File: config.mk
export PLATFORM = sky130hd
export DESIGN_NAME = branch_hazard_ctrl_flat
export DESIGN_NICKNAME = d
export VERILOG_FILES = /design/src/rtl/branch_hazard_ctrl_pkg.sv /design/src/rtl/branch_hazard_ctrl_if.sv /design/src/rtl/branch_fwd_sel.sv /design/src/rtl/branch_hazard_ctrl_sat.sv /design/src/rtl/branch_hazard_ctrl.sv /design/src/flat_wrapper.sv
export SDC_FILE = /design/constraint.sdc
export NUM_CORES = 1
export LEC_CHECK = 0
export ABC_AREA = 1
export CORE_UTILIZATION = 40
export DETAILED_ROUTE_END_ITERATION = 6
export HOLD_SLACK_MARGIN = 0.03
export PLACE_DENSITY_LB_ADDON = 0.1
export SLEW_MARGIN = 20
export SYNTH_ARGS = -nofsm -noshare
export SYNTH_HDL_FRONTEND = slang
export SYNTH_SLANG_ARGS = --single-unit
File: constraint.sdc
create_clock -name clock -period 1.8 [get_ports clock]
set_input_delay 0.18 -clock clock [delete_from_list [all_inputs] [get_ports clock]]
set_output_delay 0.18 -clock clock [all_outputs]
set_load 0.03 [all_outputs]
File: src/rtl/branch_hazard_ctrl_pkg.sv
// Shared encodings for the ID-stage branch hazard controller.
// Holds the branch and forward-select codes and the FSM state type.
package branch_hazard_ctrl_pkg;

   localparam logic [1:0] BR_NONE = 2'b00;
   localparam logic [1:0] BR_BEQ  = 2'b01;
   localparam logic [1:0] BR_BNE  = 2'b11;

   localparam logic [1:0] FWD_RF    = 2'b00;
   localparam logic [1:0] FWD_EXMEM = 2'b01;
   localparam logic [1:0] FWD_MEMWB = 2'b10;

   typedef enum logic [1:0] {
      ST_IDLE    = 2'b00,
      ST_STALL   = 2'b01,
      ST_RESOLVE = 2'b10
   } state_t;

   // BEQ (01) and BNE (11) are the only codes with bit 0 set.
   function automatic logic is_branch(input logic [1:0] br);
      return br[0];
   endfunction

endpackage

File: src/rtl/branch_hazard_ctrl_if.sv
// Bundle between the hazard controller and the ID-stage comparator.
// master: controller (drives opcode/selects), slave: comparator (drives selPC).
interface branch_hazard_ctrl_if;

   logic [1:0] cmp_branch;
   logic [1:0] fwd_a_sel;
   logic [1:0] fwd_b_sel;
   logic       cmp_sel_pc;

   modport master (
      output cmp_branch,
      output fwd_a_sel,
      output fwd_b_sel,
      input  cmp_sel_pc
   );

   modport slave (
      input  cmp_branch,
      input  fwd_a_sel,
      input  fwd_b_sel,
      output cmp_sel_pc
   );

endinterface

File: src/rtl/branch_fwd_sel.sv
// Per-operand hazard match and forward select for one branch source.
// Ports: src operand, EX/MEM/WB producer info; hit flags and fwd_sel out.
module branch_fwd_sel
   import branch_hazard_ctrl_pkg::*;
(
   input  logic [4:0] src,
   input  logic       ex_reg_write,
   input  logic       ex_mem_read,
   input  logic [4:0] ex_rd,
   input  logic       mem_reg_write,
   input  logic       mem_mem_read,
   input  logic [4:0] mem_rd,
   input  logic       wb_reg_write,
   input  logic [4:0] wb_rd,
   output logic       ex_alu_hit,
   output logic       ex_load_hit,
   output logic       mem_load_hit,
   output logic [1:0] fwd_sel
);

   logic ex_hit;
   logic mem_hit;
   logic wb_hit;

   // rd == 0 is never a real producer.
   assign ex_hit  = ex_reg_write  && (ex_rd  != 5'd0) && (ex_rd  == src);
   assign mem_hit = mem_reg_write && (mem_rd != 5'd0) && (mem_rd == src);
   assign wb_hit  = wb_reg_write  && (wb_rd  != 5'd0) && (wb_rd  == src);

   assign ex_alu_hit   = ex_hit & ~ex_mem_read;
   assign ex_load_hit  = ex_hit &  ex_mem_read;
   assign mem_load_hit = mem_hit & mem_mem_read;

   // A load in MEM has no data yet, so it cannot forward from EX/MEM.
   always_comb begin
      fwd_sel = FWD_RF;
      if (mem_hit && !mem_mem_read)
         fwd_sel = FWD_EXMEM;
      else if (wb_hit)
         fwd_sel = FWD_MEMWB;
   end

endmodule

File: src/rtl/branch_hazard_ctrl_sat.sv
// Saturating up-counter used for the branch statistics.
// Ports: clock, reset (sync, high), inc; q holds at all-ones.
module branch_hazard_ctrl_sat #(
   parameter int W = 16
) (
   input  logic         clock,
   input  logic         reset,
   input  logic         inc,
   output logic [W-1:0] q
);

   always_ff @(posedge clock) begin
      if (reset)
         q <= '0;
      else if (inc && (q != {W{1'b1}}))
         q <= q + 1'b1;
   end

endmodule

File: src/rtl/branch_hazard_ctrl.sv
// Branch hazard controller: stalls, forwards and resolves ID-stage branches.
// Ports: clock/reset, ID/EX/MEM/WB info, cmp bus, stall/flush, stats.
module branch_hazard_ctrl
   import branch_hazard_ctrl_pkg::*;
#(
   parameter int COUNT_W     = 16,
   parameter int LOAD_STALLS = 2
) (
   input  logic               clock,
   input  logic               reset,
   input  logic [1:0]         id_branch,
   input  logic [4:0]         id_rs,
   input  logic [4:0]         id_rt,
   input  logic               ex_reg_write,
   input  logic               ex_mem_read,
   input  logic [4:0]         ex_rd,
   input  logic               mem_reg_write,
   input  logic               mem_mem_read,
   input  logic [4:0]         mem_rd,
   input  logic               wb_reg_write,
   input  logic [4:0]         wb_rd,
   branch_hazard_ctrl_if.master cmp,
   output logic               stall_if_id,
   output logic               bubble_id_ex,
   output logic               pc_sel,
   output logic               flush_if_id,
   output logic [COUNT_W-1:0] branch_count,
   output logic [COUNT_W-1:0] taken_count,
   output logic [COUNT_W-1:0] stall_count
);

   localparam logic [1:0] LS = 2'(LOAD_STALLS);

   logic       a_alu, a_load, a_mload;
   logic       b_alu, b_load, b_mload;
   logic [1:0] a_sel, b_sel;
   logic [1:0] need;
   logic       resolve;
   state_t     state_q, state_d;
   logic [1:0] cnt_q, cnt_d;

   branch_fwd_sel u_fwd_rs (
      .src(id_rs),
      .ex_reg_write(ex_reg_write), .ex_mem_read(ex_mem_read),
      .ex_rd(ex_rd),
      .mem_reg_write(mem_reg_write), .mem_mem_read(mem_mem_read),
      .mem_rd(mem_rd),
      .wb_reg_write(wb_reg_write), .wb_rd(wb_rd),
      .ex_alu_hit(a_alu), .ex_load_hit(a_load),
      .mem_load_hit(a_mload), .fwd_sel(a_sel)
   );

   branch_fwd_sel u_fwd_rt (
      .src(id_rt),
      .ex_reg_write(ex_reg_write), .ex_mem_read(ex_mem_read),
      .ex_rd(ex_rd),
      .mem_reg_write(mem_reg_write), .mem_mem_read(mem_mem_read),
      .mem_rd(mem_rd),
      .wb_reg_write(wb_reg_write), .wb_rd(wb_rd),
      .ex_alu_hit(b_alu), .ex_load_hit(b_load),
      .mem_load_hit(b_mload), .fwd_sel(b_sel)
   );

   // OR across operands: rs==rt with one producer counts once.
   always_comb begin
      need = 2'd0;
      if (a_load || b_load)
         need = LS;
      else if (a_alu || b_alu || a_mload || b_mload)
         need = 2'd1;
   end

   always_ff @(posedge clock) begin
      if (reset) begin
         state_q <= ST_IDLE;
         cnt_q   <= 2'd0;
      end else begin
         state_q <= state_d;
         cnt_q   <= cnt_d;
      end
   end

   // Outputs are gated by reset so a reset mid-stall never resolves.
   always_comb begin
      state_d       = state_q;
      cnt_d         = cnt_q;
      stall_if_id   = 1'b0;
      bubble_id_ex  = 1'b0;
      resolve       = 1'b0;
      cmp.fwd_a_sel = FWD_RF;
      cmp.fwd_b_sel = FWD_RF;
      if (!reset) begin
         cmp.fwd_a_sel = a_sel;
         cmp.fwd_b_sel = b_sel;
         unique case (state_q)
            ST_IDLE: begin
               if (is_branch(id_branch)) begin
                  if (need == 2'd0) begin
                     resolve = 1'b1;
                  end else begin
                     stall_if_id  = 1'b1;
                     bubble_id_ex = 1'b1;
                     cnt_d        = need - 2'd1;
                     state_d      = (need > 2'd1) ? ST_STALL
                                                  : ST_RESOLVE;
                  end
               end
            end
            ST_STALL: begin
               stall_if_id  = 1'b1;
               bubble_id_ex = 1'b1;
               cnt_d        = cnt_q - 2'd1;
               if (cnt_q <= 2'd1)
                  state_d = ST_RESOLVE;
            end
            ST_RESOLVE: begin
               resolve = 1'b1;
               state_d = ST_IDLE;
            end
            default: state_d = ST_IDLE;
         endcase
      end
   end

   assign cmp.cmp_branch = resolve ? id_branch : BR_NONE;
   assign pc_sel         = resolve & cmp.cmp_sel_pc;
   assign flush_if_id    = resolve & cmp.cmp_sel_pc;

   branch_hazard_ctrl_sat #(.W(COUNT_W)) u_cnt_br (
      .clock(clock), .reset(reset),
      .inc(resolve), .q(branch_count)
   );

   branch_hazard_ctrl_sat #(.W(COUNT_W)) u_cnt_tk (
      .clock(clock), .reset(reset),
      .inc(pc_sel), .q(taken_count)
   );

   branch_hazard_ctrl_sat #(.W(COUNT_W)) u_cnt_st (
      .clock(clock), .reset(reset),
      .inc(stall_if_id), .q(stall_count)
   );

endmodule

File: src/flat_wrapper.sv
// flat-port wrapper written by rule: the top's interface ports become plain ports
module branch_hazard_ctrl_flat import branch_hazard_ctrl_pkg::*;
#(
   parameter int COUNT_W     = 16,
   parameter int LOAD_STALLS = 2
)
  (clock, reset, id_branch, id_rs, id_rt, ex_reg_write, ex_mem_read, ex_rd, mem_reg_write, mem_mem_read, mem_rd, wb_reg_write, wb_rd, stall_if_id, bubble_id_ex, pc_sel, flush_if_id, branch_count, taken_count, stall_count, cmp_cmp_branch, cmp_fwd_a_sel, cmp_fwd_b_sel, cmp_cmp_sel_pc);
  branch_hazard_ctrl_if cmp_i ();
  input  logic clock;
  input  logic reset;
  input  logic [1:0] id_branch;
  input  logic [4:0] id_rs;
  input  logic [4:0] id_rt;
  input  logic ex_reg_write;
  input  logic ex_mem_read;
  input  logic [4:0] ex_rd;
  input  logic mem_reg_write;
  input  logic mem_mem_read;
  input  logic [4:0] mem_rd;
  input  logic wb_reg_write;
  input  logic [4:0] wb_rd;
  output logic stall_if_id;
  output logic bubble_id_ex;
  output logic pc_sel;
  output logic flush_if_id;
  output logic [COUNT_W-1:0] branch_count;
  output logic [COUNT_W-1:0] taken_count;
  output logic [COUNT_W-1:0] stall_count;
  output wire logic [$bits(cmp_i.cmp_branch)-1:0] cmp_cmp_branch;
  output wire logic [$bits(cmp_i.fwd_a_sel)-1:0] cmp_fwd_a_sel;
  output wire logic [$bits(cmp_i.fwd_b_sel)-1:0] cmp_fwd_b_sel;
  input wire logic [$bits(cmp_i.cmp_sel_pc)-1:0] cmp_cmp_sel_pc;
  assign cmp_cmp_branch = cmp_i.cmp_branch;
  assign cmp_fwd_a_sel = cmp_i.fwd_a_sel;
  assign cmp_fwd_b_sel = cmp_i.fwd_b_sel;
  assign cmp_i.cmp_sel_pc = cmp_cmp_sel_pc;
  branch_hazard_ctrl #(.COUNT_W(COUNT_W), .LOAD_STALLS(LOAD_STALLS)) u_core (.clock(clock), .reset(reset), .id_branch(id_branch), .id_rs(id_rs), .id_rt(id_rt), .ex_reg_write(ex_reg_write), .ex_mem_read(ex_mem_read), .ex_rd(ex_rd), .mem_reg_write(mem_reg_write), .mem_mem_read(mem_mem_read), .mem_rd(mem_rd), .wb_reg_write(wb_reg_write), .wb_rd(wb_rd), .cmp(cmp_i), .stall_if_id(stall_if_id), .bubble_id_ex(bubble_id_ex), .pc_sel(pc_sel), .flush_if_id(flush_if_id), .branch_count(branch_count), .taken_count(taken_count), .stall_count(stall_count));
endmodule
## Yosys cells after proc, flatten, opt, wreduce, memory -nomap -nowiden

Index checks and enable logic that the tools add are counted.

| word-level totals | value |
|---|---|
| register bits | 52 |
| input port bits | 35 |
| output and inout bits | 58 |
| word-level logic and storage cells | 86 |

| cells by class | value |
|---|---|
| $add $sub $neg | 5 |
| magnitude comparators | 2 |
| equal/unequal tests | 14 |
| multiplexer cells | 25 |
| bitwise logic cells | 8 |
| reductions and logical operators | 27 |

Operator list:

| kind | count |
|---|---|
| adder 16 x 1 -> 16 bit (second input constant) | 3 |
| inequality test 16 bit (second input constant) | 3 |
| equality test 5 bit | 6 |
| two-way mux 2 bit | 14 |
| nonzero test 5 bit | 3 |
| logical AND 1 bit | 14 |
| case mux 2 bit (2 select lines) | 2 |
| AND 1 bit | 7 |
| two-way mux 1 bit | 7 |
| AND reduction 3 bit | 2 |
| zero test 2 bit | 2 |
| logical OR 1 bit | 4 |
| inequality test 2 bit (second input constant) | 2 |
| case mux 1 bit (2 select lines) | 2 |
| subtractor 2 x 1 -> 2 bit (second input constant) | 2 |
| equality test 2 x 1 -> 1 bit (second input constant) | 1 |
| equality test 2 bit (second input constant) | 1 |
| greater-than comparator 2 x 1 -> 1 bit (second input constant) | 1 |
| less-or-equal comparator 2 x 1 -> 1 bit (second input constant) | 1 |
| inequality test 2 x 1 -> 1 bit (second input constant) | 1 |
| nonzero test 2 bit | 1 |
| zero test 1 bit | 1 |
| inverter 1 bit | 1 |

## Depth between registers and ports, before layout

Gate-level depths: netlist (run 1).

| logic depth | value |
|---|---|
| word-level depth | 16 |
| gate-level depth with buffers | 16 |
| depth with buffers taken out | 15 |

## By module

Synthesis (run 1) repeated with hierarchy kept, for this count alone.

| unflattened totals | value |
|---|---|
| cells, all modules | 669 |
| area, all modules | 3789.9 um2 |

Modules (own cells, without submodules):

| module | times used | cells each | area an instance (um2) | sequential area each (um2) |
|---|---|---|---|---|
| branch_hazard_ctrl_sat | 3 | 149 | 929.6 | 320.3 |
| branch_fwd_sel | 2 | 82 | 329.1 | 0.0 |
| branch_hazard_ctrl | 1 | 58 | 342.8 | 80.1 |

## Least setup slack after synthesis (run 1)

OpenSTA, ideal clock, no wires.

| timing | value |
|---|---|
| path kind | register to register |
| start point | register u_core.u_cnt_br.q[0] |
| end point | register u_core.u_cnt_br.q[7] |
| library setup time | 71 ps |
| arrival time | 2060 ps |
| required time | 1729 ps |
| setup slack | -331 ps |
| cell stages (with the launch flop) | 11 |
| buffers on the path | 1 |
| clock period less this slack | 2131 ps |
| path through | dfxtp_1 > ha_1 > nand2_1 > nor3_1 > nand2_1 > nor3_2 > nand2_1 > nand3_2 > buf_4 > nand2_1 > a21oi_1 |

| on the way | value |
|---|---|
| cells in the longest elaborated chain, start to end | 2 |
| elaborated cells on any way between the ends | 3 |
| those cells by class | add/sub: 1; eq/ne: 1; reduce/logical: 1 |

Ends and longest elaborated chain:

| element | line | text |
|---|---|---|
| from (decl) | branch_hazard_ctrl_sat.sv:9 | `output logic [W-1:0] q` |
| from (signal assigned) | branch_hazard_ctrl_sat.sv:16 | `q <= q + 1'b1;` |
| branches (longest 2 deep; another with adder 16 x 1 -> 16 bit) | n/a |  |

Several ways; the timed one is not identified.
A chain may end at the register's enable or synchronous reset.

## Worst setup path after layout (run 1)

| timing | value |
|---|---|
| start point | register u_core.u_cnt_tk.q[10] |
| end point | output taken_count[10] |

RTL lines:

| element | line | text |
|---|---|---|
| from (decl) | branch_hazard_ctrl_sat.sv:9 |  |
| from (signal assigned) | branch_hazard_ctrl_sat.sv:16 |  |
| to (decl) | flat_wrapper.sv:27 | `output logic [COUNT_W-1:0] taken_count;` |

No word-level cell between the ends.

==> results of run 1 <==
## per-layer routing
layer	routed length (um)	global-route usage
met5	0	0
met3	442	0.0329
met1	4730	0.283
met2	5310	0.395
met4	119	0.0625
## final timing paths
kind | slack, ns | start | endpoint | cells past startpoint
min | 0.47 | ex_rd[4] | u_core.state_q[0] | 7
max reg2reg | 0.08 | u_core.u_cnt_br.q[1] | u_core.u_cnt_br.q[5] | 9
max | 0.06 | u_core.u_cnt_tk.q[10] | taken_count[10] | 1
min reg2reg | 0.49 | u_core.u_cnt_st.q[13] | u_core.u_cnt_st.q[13] | 2
## registers in the layout, summed over array words and instances, names as in the netlist
register	cells
u_core.u_cnt_st.q	16
u_core.cnt_q	2
u_core.u_cnt_tk.q	16
u_core.u_cnt_br.q	16
u_core.state_q	2
## synth_stat cells
cell type	count
or2_2	1
a21oi_2	8
or2_1	1
o21ai_0	4
nand3_1	41
buf_6	2
or4_1	1
nor3_1	13
xor2_1	41
buf_4	6
nand3_4	1
nand2_1	106
inv_2	6
a21oi_1	41
dfxtp_1	52
nor4_1	7
a31oi_1	2
xnor2_1	18
nor2_2	2
o22ai_1	3
nor3_2	4
o21a_1	1
clkinv_1	1
a21oi_4	1
clkbuf_1	9
nor2_1	46
buf_2	5
nand4_2	2
nand2_2	2
o2111ai_1	1
nand3_2	1
nand4_1	38
ha_1	4
o41ai_1	1
inv_1	43
nand3b_1	2
nor2_4	1
## final cells by class
| class | instances | area (um2) |
|---|---|---|
| Timing Repair Buffer | 163 | 1390 |
| Multi-Input combinational cell | 395 | 2470 |
| Clock inverter | 2 | 13.8 |
| Tap cell | 108 | 135 |
| Fill cell | 799 | 3280 |
| Sequential cell | 52 | 1120 |
| Inverter | 50 | 188 |
| Clock buffer | 6 | 82.6 |
## what timing repair did
item,in CTS,in global routing
endpoints found under the setup margin,46,59
pin swaps,13,34
buffers inserted,4,8
gates resized for setup,74,71
cloned,0,2
## stage by stage
| step | utilization | cell area, um2 | worst slack, ns | total power, mW | hold slack (ns) |
|---|---|---|---|---|---|
| after CTS | 0.604 | 5250 | -0.00459 | 2.33 | 0.493 |
| after detailed placement | 0.580 | 5040 | -0.510 | 1.58 | 0.477 |
| after global routing | 0.622 | 5400 | -0.0373 | 2.46 | 0.508 |
| after global placement | 0.580 | 5040 | -0.507 | 1.57 | 0.473 |
| final | 0.622 | 5400 | 0.0550 | 2.34 | 0.467 |
| after floorplan | - | 3690 | 0.000351 | 1.36 | 0.397 |
## power by group
group	internal, mW	total, mW	leakage, nW	switching, mW
clock	0.316	0.728	0.0516	0.412
sequential	1.14	1.14	0.438	0.00918
combinational	0.211	0.469	1.67	0.258
total	1.66	2.34	2.16	0.680
## logic make-up after synthesis
kind of cell / count (synthesis)
adder cells (fa/ha/maj): 4
flip-flops: 52
buffers and inverters: 72
AO/OA/AOI/OAI: 62
XOR/XNOR: 59
AND/OR/NAND/NOR: 269
==> flow_summary_export.csv, run 1 <==
group,metric,value,unit
status,status,"finished clean",
sta,fmax,573,MHz
clocking,hold_buffers,0,
worst_setup_path,cp_cell_sequence,"clkdlybuf4s50_1",
clocking,clk_pin_slew,0.10,ns
drt,first_iter_violations,119,
pwr,power_density,434,nW/um2
floorplan,initial_core_util,0.412,
clocking,cts_buffer_depth,2,
sta,slew_viol_final,0,
synthesis,synth_compound_area_frac,0.103,
pwr,p_leak,2.16,nW
clocking,cts_tree,"built",
grt,overflow,0,
worst_setup_path,critPathBufInv,1,
sta,fin_skew,0.00622,ns
clocking,insertion_delay,0.31,ns
grt,grt_antenna_before_repair,0,
place,port_buffers,92,
drt,detail_route.wl_per_cell,13.7,um
place,gp_congestion,0.879,
sta,fin_crit_sh,0.969,
grt,grt_usage,0.224,
synthesis,ys_seq_area_frac,0.291,
final_layout,final_common_cell,"nand2_1",
synthesis,muxShareOfSynthArea,0,
synthesis,synth_top_area_share,0.291,
drt,vias,4014,
drt,route.detailed.drc,0,
sta,setup_tns,0,ns
floorplan,core-area,8680,um2
clocking,cts_num_sinks,52,
worst_setup_path,critPathTopFamily,"buffers and inverters",
worst_setup_path,cp.arrival,1.56,ns
synthesis,yosysWarnings,0,
grt,grt_max_degree,45,
synthesis,synthCells,518,
pwr,peakVddDrop,0.342,mV
clocking,cts_root_buf,"clkbuf_8",
worst_setup_path,cp-end-kind,"output pin",
floorplan,die_h,96.6,um
floorplan,die_w,96.6,um
worst_setup_path,critPathMaxStageDelay,0.74,ns
synthesis,syn_area_per_cell,6.90,um2
worst_setup_path,startpoint_type,"flop",
drt,routed_wl,10.6,mm
final_layout,instances_no_fill,776,
synthesis,synth_xor_area_frac,0.145,
drt,drtAntennaViolNets,0,
sta,hold_violations,0,
synthesis,synth-simple-area-share,0.360,
clocking,cts_max_level,2,
sta,slew_headroom,0.627,
worst_setup_path,path_class,"flop to output pin",
synthesis,synth_cell_types,37,
synthesis,synth_area_leaders,"dfxtp_1 29%, nand2_1 11%, xor2_1 10%, nand4_1 6.6%, a21oi_1 5.7%",
floorplan,io_pins,93,
synthesis,synth-seq-cells,52,
final_layout,final_cell_mix,"96 x nand2_1, 67 x buf_4, 55 x clkdlybuf4s50_1",
flow_run,cap_violations,0,
synthesis,synth_fa_ha_area_frac,0.0140,
floorplan,die_area,9320,um2
synthesis,synth_top_area_cell,"dfxtp_1",
grt,grt_pass1_wl,16.8,mm
worst_setup_path,required,1.62,ns
grt,first_global_vias,3781,
drt,vias_per_cell,5.17,
worst_setup_path,cp_max_fo,6,
synthesis,syn-cell-area,3580,um2
final_layout,nets,706,
sta,worst_pin_slew,0.559,ns
synthesis,synth_top_family_by_area,"simple AND/OR/NAND/NOR gates",
worst_hold_path,hold_class,"primary input to flop",
final_layout,area_growth,50.9,%
worst_setup_path,slowest_stage,"clkdlybuf4s50_1",
final_layout,antenna-diode-count,0,
clocking,cts_buffers,5,
synthesis,syn_nets,557,
place,dpl.hpwl,7.63,mm
sta,min_period,1.74,ns
floorplan,rows,34,
final_layout,drive_above_1_share,0.308,
drt,first_pass_iters,4,
sta,setup_violations,0,
place,place_inst,754,
Power figures use the tool's default switching activity.
==> run 2, diff against run 1 <==
- CORE_UTILIZATION: 40 -> 45
==> run 2 against run 1 <==
Cell area is 3.4% higher. Largest power group unchanged. Routed wire length is 2.8% higher. Via count is 1.5% higher. Count of clock-buffer cells in the layout stayed put. Die area is 11% lower. Largest cell class unchanged. Sequential cell count stayed put. Combinational power is 2% higher.
==> flow_summary_export.csv, run 2 (synthesis gave the netlist of run 1 again) <==
group,metric,value,unit
grt,grt_usage,0.248,
place,preCtsSetupSlack,-0.513,ns
floorplan,initial_core_util,0.465,
sta,setup_violations,0,
worst_setup_path,cp.arrival,1.57,ns
pwr,p_comb_frac,0.197,
final_layout,fillCellCount,649,
drt,route.detailed.drc,0,
sta,fmax,570,MHz
final_layout,regArea,1120,um2
clocking,clk_pin_slew,0.11,ns
worst_setup_path,slowest_stage,"clkdlybuf4s50_1",
pwr,p_seq_frac,0.472,
clocking,cts_buffer_depth,2,
sta,grt_setup_unrepaired,"true",
sta,fin_crit_sh,0.974,
worst_setup_path,cp-end-kind,"output pin",
sta,worst_slack,0.0466,ns
clocking,cts_max_level,2,
clocking,hold_buffers,0,
grt,overflow,0,
final_layout,finish.instance_area,5580,um2
floorplan,io_pins,93,
floorplan,core-area,7690,um2
floorplan,die_area,8310,um2
clocking,cts_num_sinks,52,
drt,drtAntennaViolNets,0,
grt,grt_pass1_wl,17.2,mm
flow_run,cap_violations,0,
grt,grt_max_degree,48,
final_layout,final_common_cell,"nand2_1",
final_layout,drive_above_1_share,0.332,
pwr,clkPwrFrac,0.331,
sta,fin_skew,0.00695,ns
worst_setup_path,critPathBufInv,1,
worst_hold_path,hold_class,"primary input to flop",
grt,grt_antenna_before_repair,0,
clocking,cts_tree,"built",
pwr,power.switching,705,uW
final_layout,nets,715,
floorplan,die_w,91.1,um
final_layout,final_util,0.726,
pwr,p_leak,2.22,nW
drt,first_iter_violations,135,
drt,routed_wl,10.9,mm
sta,min_period,1.75,ns
clocking,cts_root_buf,"clkbuf_8",
sta,slew_headroom,0.583,
worst_setup_path,cp_cell_sequence,"clkdlybuf4s50_1",
drt,vias_per_cell,5.23,
pwr,intPower,1.72,mW
worst_setup_path,cp_max_fo,6,
floorplan,die_h,91.1,um
pwr,power_density,434,nW/um2
place,place_area,5000,um2
final_layout,antenna-diode-count,0,
final_layout,multiInputGateArea,2540,um2
final_layout,area_growth,56.0,%
floorplan,rows,32,
place,port_buffers,92,
worst_setup_path,required,1.62,ns
drt,first_pass_iters,6,
pwr,sw_frac_of_total,0.291,
worst_setup_path,startpoint_type,"flop",
sta,worst_pin_slew,0.625,ns
grt,first_global_vias,3842,
drt,vias,4076,
place,dpl.hpwl,7.32,mm
drt,detail_route.wl_per_cell,14.0,um
status,status,"finished clean",
place,gp_congestion,0.938,
worst_setup_path,critPathMaxStageDelay,0.74,ns
clocking,insertion_delay,0.31,ns
sta,hold_violations,0,
sta,hold_slack,0.473,ns
worst_setup_path,critPathTopFamily,"buffers and inverters",
clocking,cts_buffers,5,
pwr,peakVddDrop,0.383,mV
pwr,power,2.42,mW
final_layout,final_cell_mix,"93 x nand2_1, 75 x buf_4, 57 x clkdlybuf4s50_1",
final_layout,reg_top3,"u_core.u_cnt_br.q (16), u_core.u_cnt_st.q (16), u_core.u_cnt_tk.q (16)",
sta,slew_viol_final,0,
worst_setup_path,path_class,"flop to output pin",
## run 2: cell count changes in the layout (fill, tap and decap cells not counted), sizes merged, moves of 2 or more
cell | previous run | this run
buf | 91 | 102
clkbuf | 17 | 12
clkdlybuf4s15 | 0 | 2
clkdlybuf4s50 | 55 | 57
## run 2: cell type report
type                       instances  area share
multi-input combinational        396       0.456
sequential                        52       0.201
inverter                          50      0.0336
tap                              102      0.0229
clock inverter                     2     0.00292
clock buffer                       6      0.0168
timing repair buffer             171       0.267
## run 2: worst min-delay path, cell delays in order
cell and delay [ns]:
buf_2 0.12, inv_1 0.10, buf_4 0.22, o21ai_0 0.09
a21oi_1 0.04
## run 2: metrics by stage
stage | setup TNS, ns | std cells
2_1_floorplan | 0 | 518
3_3_place_gp | -22.21 | 744
3_5_place_dp | -23.56 | 744
4_1_cts | 0 | 766
5_1_grt | -0.0808 | 779
6_report | 0 | 779
## run 2: worst paths after layout
| path | to | cells past startpoint | slack (ns) | start |
|---|---|---|---|---|
| max | taken_count[10] | 1 | 0.05 | u_core.u_cnt_tk.q[10] |
| min | u_core.u_cnt_br.q[0] | 5 | 0.47 | reset |
| max reg2reg | u_core.u_cnt_br.q[5] | 9 | 0.09 | u_core.u_cnt_br.q[1] |
| min reg2reg | u_core.u_cnt_tk.q[15] | 2 | 0.49 | u_core.u_cnt_tk.q[15] |
## run 2: per-layer routing
| layer | GRT usage | part of all wire |
|---|---|---|
| met1 | 0.305 | 0.44 |
| met2 | 0.445 | 0.51 |
| met3 | 0.0369 | 0.040 |
| met4 | 0.0741 | 0.014 |
| met5 | 0 | 0 |
## run 2: repair_timing
item | 4_1_cts | 5_1_grt
pin swaps | 20 | 32
buffers inserted | 15 | 10
gates resized for setup | 89 | 75
setup endpoints to repair | 52 | 56
cloned | 0 | 3
## run 2: power by group through the flow
| stage | combinational, mW | sequential [mW] | clock [mW] |
|---|---|---|---|
| floorplan | 0.179 | 1.18 | 0 |
| global placement | 0.397 | 1.17 | 0 |
| detailed placement | 0.403 | 1.17 | 0 |
| CTS | 0.428 | 1.14 | 0.822 |
| global route | 0.515 | 1.14 | 0.873 |
| finish | 0.478 | 1.14 | 0.802 |
